**src/rtl/bcd_seg_pkg.sv**
```systemverilog
`default_nettype none
// ============================================================================
// Module      : bcd_seg_pkg
// Description : Shared constants for the BCD seven-segment scanner. Holds the
//               segment patterns (gfedcba, active-high), the digit-index
//               encoding and the digit count.
// Revision    : 1.0 - initial release
// ============================================================================
package bcd_seg_pkg;

    localparam int NUM_DIGITS = 3;

    // Segment patterns, bit0 = a .. bit6 = g
    localparam logic [6:0] c_SEG_0     = 7'h3F;
    localparam logic [6:0] c_SEG_1     = 7'h06;
    localparam logic [6:0] c_SEG_2     = 7'h5B;
    localparam logic [6:0] c_SEG_3     = 7'h4F;
    localparam logic [6:0] c_SEG_4     = 7'h66;
    localparam logic [6:0] c_SEG_5     = 7'h6D;
    localparam logic [6:0] c_SEG_6     = 7'h7D;
    localparam logic [6:0] c_SEG_7     = 7'h07;
    localparam logic [6:0] c_SEG_8     = 7'h7F;
    localparam logic [6:0] c_SEG_9     = 7'h6F;
    localparam logic [6:0] c_SEG_DASH  = 7'h40;
    localparam logic [6:0] c_SEG_BLANK = 7'h00;

    // Scan position; also the selector into the packed BCD word
    typedef enum logic [1:0] {
        DIG_UNITS    = 2'd0,
        DIG_TENS     = 2'd1,
        DIG_HUNDREDS = 2'd2
    } dig_idx_e;

    // One-hot digit enable for a scan position
    function automatic logic [NUM_DIGITS-1:0] dig_onehot(input dig_idx_e idx);
        case (idx)
            DIG_UNITS:    return 3'b001;
            DIG_TENS:     return 3'b010;
            DIG_HUNDREDS: return 3'b100;
            default:      return 3'b000;
        endcase
    endfunction

endpackage : bcd_seg_pkg
`default_nettype wire

```
**src/rtl/bcd_to_seg7.sv**
```systemverilog
`default_nettype none
// ============================================================================
// Module      : bcd_to_seg7
// Description : Combinational BCD digit to seven-segment decoder. Codes above
//               9 decode to a dash so corrupted input is visible on the glass.
// Revision    : 1.0 - initial release
// ============================================================================
module bcd_to_seg7
    import bcd_seg_pkg::*;
(
    input  logic [3:0] i_digit,
    output logic [6:0] o_seg
);

    // Pattern lookup, dash for any non-decimal code
    always_comb begin
        o_seg = c_SEG_DASH;
        case (i_digit)
            4'd0:    o_seg = c_SEG_0;
            4'd1:    o_seg = c_SEG_1;
            4'd2:    o_seg = c_SEG_2;
            4'd3:    o_seg = c_SEG_3;
            4'd4:    o_seg = c_SEG_4;
            4'd5:    o_seg = c_SEG_5;
            4'd6:    o_seg = c_SEG_6;
            4'd7:    o_seg = c_SEG_7;
            4'd8:    o_seg = c_SEG_8;
            4'd9:    o_seg = c_SEG_9;
            default: o_seg = c_SEG_DASH;
        endcase
    end

endmodule : bcd_to_seg7
`default_nettype wire

```
**src/rtl/bcd_seg_scan.sv**
```systemverilog
`default_nettype none
// ============================================================================
// Module      : bcd_seg_scan
// Description : Three-digit multiplexed seven-segment driver for a packed BCD
//               word {hundreds[1:0], tens[3:0], units[3:0]}. A one-deep
//               pending buffer takes new values at any time; they are moved
//               to the display only at a frame boundary so a frame never
//               mixes two values.
// Options     : BCD_SEG_LZ_BLANK_EN - blank leading zeros on tens/hundreds.
// Revision    : 1.0 - initial release
// ============================================================================
module bcd_seg_scan
    import bcd_seg_pkg::*;
#(
    parameter int unsigned SCAN_DIV = 50000
) (
    input  logic                  clk,
    input  logic                  rst_n,
    input  logic [9:0]            bcd_in,
    input  logic                  bcd_valid,
    output logic                  bcd_ready,
    output logic [6:0]            seg,
    output logic [NUM_DIGITS-1:0] dig_sel
);

    // Keep at least one bit so SCAN_DIV == 1 still elaborates
    localparam int unsigned PW = (SCAN_DIV > 1) ? $clog2(SCAN_DIV) : 1;

    logic [PW-1:0]         r_prescale;
    dig_idx_e              r_idx;
    dig_idx_e              w_idx_nxt;
    logic [9:0]            r_pending;
    logic                  r_pending_full;
    logic [9:0]            r_disp;
    logic                  r_ready;
    logic [6:0]            r_seg;
    logic [NUM_DIGITS-1:0] r_dig_sel;

    logic                  w_tick;
    logic                  w_frame_end;
    logic                  w_accept;
    logic                  w_load;
    logic                  w_full_nxt;
    logic [3:0]            w_digit;
    logic [6:0]            w_pat;
    logic                  w_lz_blank;

    assign w_tick      = (r_prescale == PW'(SCAN_DIV - 1));
    assign w_frame_end = w_tick && (r_idx == DIG_HUNDREDS);
    assign w_accept    = bcd_valid && r_ready;
    assign w_load      = w_frame_end && r_pending_full;
    // Accept and load never coincide: ready is only high while pending is empty
    assign w_full_nxt  = w_accept || (r_pending_full && !w_load);

    // Prescaler: terminal count produces the scan tick
    always_ff @(posedge clk) begin
        if (!rst_n) begin
            r_prescale <= '0;
        end else if (w_tick) begin
            r_prescale <= '0;
        end else begin
            r_prescale <= r_prescale + 1'b1;
        end
    end

    // Scan position register
    always_ff @(posedge clk) begin
        if (!rst_n) begin
            r_idx <= DIG_UNITS;
        end else begin
            r_idx <= w_idx_nxt;
        end
    end

    // Scan position sequencing: units -> tens -> hundreds on each tick
    always_comb begin
        w_idx_nxt = r_idx;
        if (w_tick) begin
            case (r_idx)
                DIG_UNITS:    w_idx_nxt = DIG_TENS;
                DIG_TENS:     w_idx_nxt = DIG_HUNDREDS;
                default:      w_idx_nxt = DIG_UNITS;
            endcase
        end
    end

    // Pending buffer, frame-aligned display update and registered ready
    always_ff @(posedge clk) begin
        if (!rst_n) begin
            r_pending      <= '0;
            r_pending_full <= 1'b0;
            r_disp         <= '0;
            r_ready        <= 1'b0;
        end else begin
            if (w_accept) begin
                r_pending <= bcd_in;
            end
            if (w_load) begin
                r_disp <= r_pending;
            end
            r_pending_full <= w_full_nxt;
            r_ready        <= !w_full_nxt;
        end
    end

    // Select the digit under scan; hundreds code 3 is forced to a dash code
    always_comb begin
        w_digit = 4'hF;
        case (r_idx)
            DIG_UNITS:    w_digit = r_disp[3:0];
            DIG_TENS:     w_digit = r_disp[7:4];
            DIG_HUNDREDS: w_digit = (r_disp[9:8] == 2'd3) ? 4'hF : {2'b00, r_disp[9:8]};
            default:      w_digit = 4'hF;
        endcase
    end

    bcd_to_seg7 u_dec (
        .i_digit (w_digit),
        .o_seg   (w_pat)
    );

`ifdef BCD_SEG_LZ_BLANK_EN
    // Leading-zero suppression; units always shown
    always_comb begin
        w_lz_blank = 1'b0;
        case (r_idx)
            DIG_TENS:     w_lz_blank = (r_disp[9:8] == 2'd0) && (r_disp[7:4] == 4'd0);
            DIG_HUNDREDS: w_lz_blank = (r_disp[9:8] == 2'd0);
            default:      w_lz_blank = 1'b0;
        endcase
    end
`else
    assign w_lz_blank = 1'b0;
`endif

    // Output registers: one cycle behind the scan position
    always_ff @(posedge clk) begin
        if (!rst_n) begin
            r_seg     <= c_SEG_BLANK;
            r_dig_sel <= '0;
        end else begin
            r_seg     <= w_lz_blank ? c_SEG_BLANK : w_pat;
            r_dig_sel <= dig_onehot(r_idx);
        end
    end

    assign bcd_ready = r_ready;
    assign seg       = r_seg;
    assign dig_sel   = r_dig_sel;

endmodule : bcd_seg_scan
`default_nettype wire

```
**config.mk**
```make
export PLATFORM = sky130hd
export DESIGN_NAME = bcd_seg_scan
export DESIGN_NICKNAME = d
export VERILOG_FILES = /design/src/rtl/bcd_seg_pkg.sv /design/src/rtl/bcd_to_seg7.sv /design/src/rtl/bcd_seg_scan.sv
export SDC_FILE = /design/constraint.sdc
export NUM_CORES = 1
export LEC_CHECK = 0
export ABC_AREA = 1
export BUFFER_PORTS_ARGS = -buffer_cell sky130_fd_sc_hd__clkbuf_2
export CAP_MARGIN = 20
export CORE_ASPECT_RATIO = 0.6
export CORE_MARGIN = 2
export CORE_UTILIZATION = 40
export DETAILED_ROUTE_END_ITERATION = 8
export PLACE_DENSITY_LB_ADDON = 0.05
export SETUP_SLACK_MARGIN = 0.15
export SLEW_MARGIN = 10
export SYNTH_ARGS = -nofsm -noshare
export SYNTH_HDL_FRONTEND = slang
export SYNTH_SLANG_ARGS = --single-unit
```
**constraint.sdc**
```tcl
create_clock -name clk -period 2.5 [get_ports clk]
set_clock_uncertainty 0.15 [all_clocks]
set_input_delay 0.125 -clock clk [delete_from_list [all_inputs] [get_ports clk]]
set_output_delay 0.125 -clock clk [all_outputs]
set_load 0.01 [all_outputs]
```
==> results.md <==
- Status: complete, no violations
- Die height: 61.9 um
- Total number of vias: 1934
- Min cycle time layout: 2010 ps
- Biggest area contributors in the synthesized netlist: dfxtp_1 (45%), nor2_1 (10%), nand2_1 (9.1%)
- CTS sink cnt: 50
- Wire length the detailed router placed on met1: 2800 um
- GRT Overall Usage: 15.8%
- Final GP Congestion: 0.831
- Die outline width: 101 um
- Category of the worst setup path capture point: flop
- Met3 wirelength from detailed routing: 194 um
- Number of H-tree levels: 2
- Worst-path fanout max: 9
- Fin. Hold Viols: 0
- Req. time, crit path: 2560 ps
- Upper clock frequency limit: 497 MHz
- Routed wire length: 4740 um
- Flop and latch count out of synthesis: 50
- Crit Reg-Reg Startpoint: r_idx[1]$_SDFFE_PN0N_
- Worst EP arrival: 2070 ps
- Portion of the clock cycle consumed by the worst path in the final layout: 80.4%
- First-pass GRT wire length: 7520 um
- # Post-CTS Setup Buffers: 0
- Category of the worst setup path launch point: flop
- Clock buffers created by TritonCTS: 5
- Post-layout power: 0.00153 W
- Met2 WL post-DR: 1690 um
- Number of nets in the layout: 356
- Core outline area: 5490 um2
- Ports: 24
- Yosys top cell area share: 44.7%
- Net Count, Synth: 322
- Library cells used by synthesis: 31
- Area overhead of the layout relative to synthesis: 17.0%
- Cell count after synthesis: 302
- Detailed-routing iteration count for the pre-antenna-repair pass: 4
- Worst-case reg-to-reg path depth: 9
- Violation count after the first detailed-route iteration: 66
- Die area: 6230 um2
- Min-delay worst type: primary input to flop
- Worst vdd rail ir drop: 0.000277 V
- Final routed wire length divided by cell count: 11.7 um
- GRT overflow: 0
- Uppermost metal layer occupied by signal nets: met4
- Resize count post-CTS: 0
- Placed wire-length estimate after detailed placement: 3440 um
- Leakage power of the design: 1.05 nW
- Worst hold path cell count: 3
- Fraction of final layout cells with drive strength greater than 1: 16.3%
- Dominant cell type by area after synthesis: dfxtp_1
- Critical path endpoint: seg[3]$_SDFF_PN0_
- Number of port buffers: 23
- Post-Syn Area: 2240 um2
- Register area share after synthesis: 44.7%
- Total negative slack: 0 ps
- Setup repair after global routing missed its margin: false
- Launch point of the worst path: r_idx[1]$_SDFFE_PN0N_
- CTS tree: done
- Average via count per standard cell: 4.76
- Synthesized area divided by synthesized cell count: 7.41 um2
- Pin slew with the least headroom to its limit: 374 ps
- PD cells: 584 nW/um2
- Hold buffer count at cts: 10
- Setup-violating endpoint count in the final report: 0
- Number of antenna violations at the first check in global routing: 0
- Slew Limit Headroom: 75.0%
- N_diodes: 0
- Clk buf depth: 2
- Synth warnings: 0
- Worst reg2reg path endpoint: seg[3]$_SDFF_PN0_
- Antenna-violating nets left: 0
- CTS clock-pin slew for the worst setup and hold paths: 110 ps
- Count of max-cap constraint violations: 0
- Std cell rows: 21
- DRC errors left: 0
- Vias in the first global route: 1571
- Worst Path Class, Setup: flop to flop
- Initial core utilization: 40.8%
- Root Buffer Master: clkbuf_8
- Pin count of the biggest net entering global routing: 18
- Setup slack of the most critical reg-to-reg path: 490 ps
- Final number of max-transition violations: 0
- Worst-skew pair later-pin latency: 310 ps
[cell usage in the layout, fill, tap and decap left out, types with 3 or more instances in the layout]
cell type      instances
a21oi_1               24
clkbuf_2              23
clkbuf_8               5
dfxtp_1               50
dlygate4sd3_1         10
ha_1                   7
inv_1                 24
inv_2                  4
nand2_1               54
nand3_1               11
nand4_1               13
nor2_1                60
nor2_2                 5
nor3_1                 3
o21ai_0               16
o21ai_1                3
[layout make-up]
cell class | count | area [um2]
inverters | 30 | 113
flip-flops and latches | 50 | 1000
clock buffers | 5 | 68.8
clock inverters | 3 | 47.5
repair buffers | 35 | 230
fillers | 573 | 2870
multi-input cells | 214 | 1070
well taps | 69 | 86.3
[report_power, final]
part           internal, W  leakage (nW)  switching, W   total, W
Sequential        0.000821         0.408     0.0000154   0.000836
Combinational    0.0000380         0.584     0.0000458  0.0000838
Clock             0.000306        0.0591      0.000303   0.000609
[worst max-delay path, cell delays in order, from the launching register on]
cell     delay (ps)
dfxtp_1         550
nor2_2          130
nand2_1          80
and3_1          300
inv_1           100
ha_1            290
nand2_1          90
nand2_2          70
nor2_1          100
nor2_1           50
[layer usage]
layer | vias up | track usage [%]
met3 | 6 | 4.36
met4 | 0 | 4.11
li1 | 1032 | -
met5 | - | 0
met1 | 855 | 25.0
met2 | 41 | 20.2
[stage by stage]
| step | setup WS, ps | cell area [um2] | instances | hold slack (ps) | utilization (%) |
|---|---|---|---|---|---|
| floorplan | 753 | 2240 | 302 | 120 | - |
| global placement | 485 | 2400 | 388 | 224 | 43.8 |
| detailed placement | 517 | 2400 | 388 | 234 | 43.8 |
| CTS | 493 | 2620 | 406 | 107 | 47.7 |
| global route | 305 | 2620 | 406 | 122 | 47.7 |
| finish | 489 | 2620 | 406 | 108 | 47.7 |
[flip-flops by register name (all words and copies together), names as in the netlist]
name	flops
seg	7
dig_sel	3
bcd_ready	1
r_disp	10
r_idx	2
r_pending	10
r_pending_full	1
r_prescale	16
[synthesized netlist by cell type]
cell      count
nand2_4       1
or2_2         2
a21oi_2       1
clkinv_1      2
inv_1        24
o21ai_2       2
dfxtp_1      50
buf_2         2
or2_0         1
inv_2         4
nand4_1      13
buf_4         1
nand3_2       2
nor3_4        1
nor2_2        5
nor3_1        3
ha_1          7
xor2_1        2
a21oi_1      24
nor3b_1       1
o21ai_1       3
and3_1        1
o211ai_2      1
nand2_1      54
clkbuf_1      3
nor2_4        1
nor2_1       60
buf_6         2
o21ai_0      16
nand3_1      11
nand2_2       2
[worst min path at each step]
stage / start / endpoint
floorplan: rst_n / seg[4]$_SDFF_PN0_
global placement: bcd_in[4] / r_pending[4]$_SDFFE_PN0P_
detailed placement: bcd_in[4] / r_pending[4]$_SDFFE_PN0P_
CTS: rst_n / r_pending[5]$_SDFFE_PN0P_
global route: rst_n / r_pending[5]$_SDFFE_PN0P_
finish: rst_n / r_pending[5]$_SDFFE_PN0P_
[kinds of logic (layout without fill, tap and decap cells)]
kind of cell / count (synthesis) / after routing / synth area share, %
AOI/OAI and AO/OA: 47 / 47 / 11.3
xor gates and xnor gates: 2 / 2 / 0.783
adders and majority gates: 7 / 7 / 3.91
buffers and inverters: 38 / 73 / 7.32
DFF: 50 / 50 / 44.7
and+or+nand+nor: 158 / 158 / 31.9
Power figures use the tool's default switching activity.
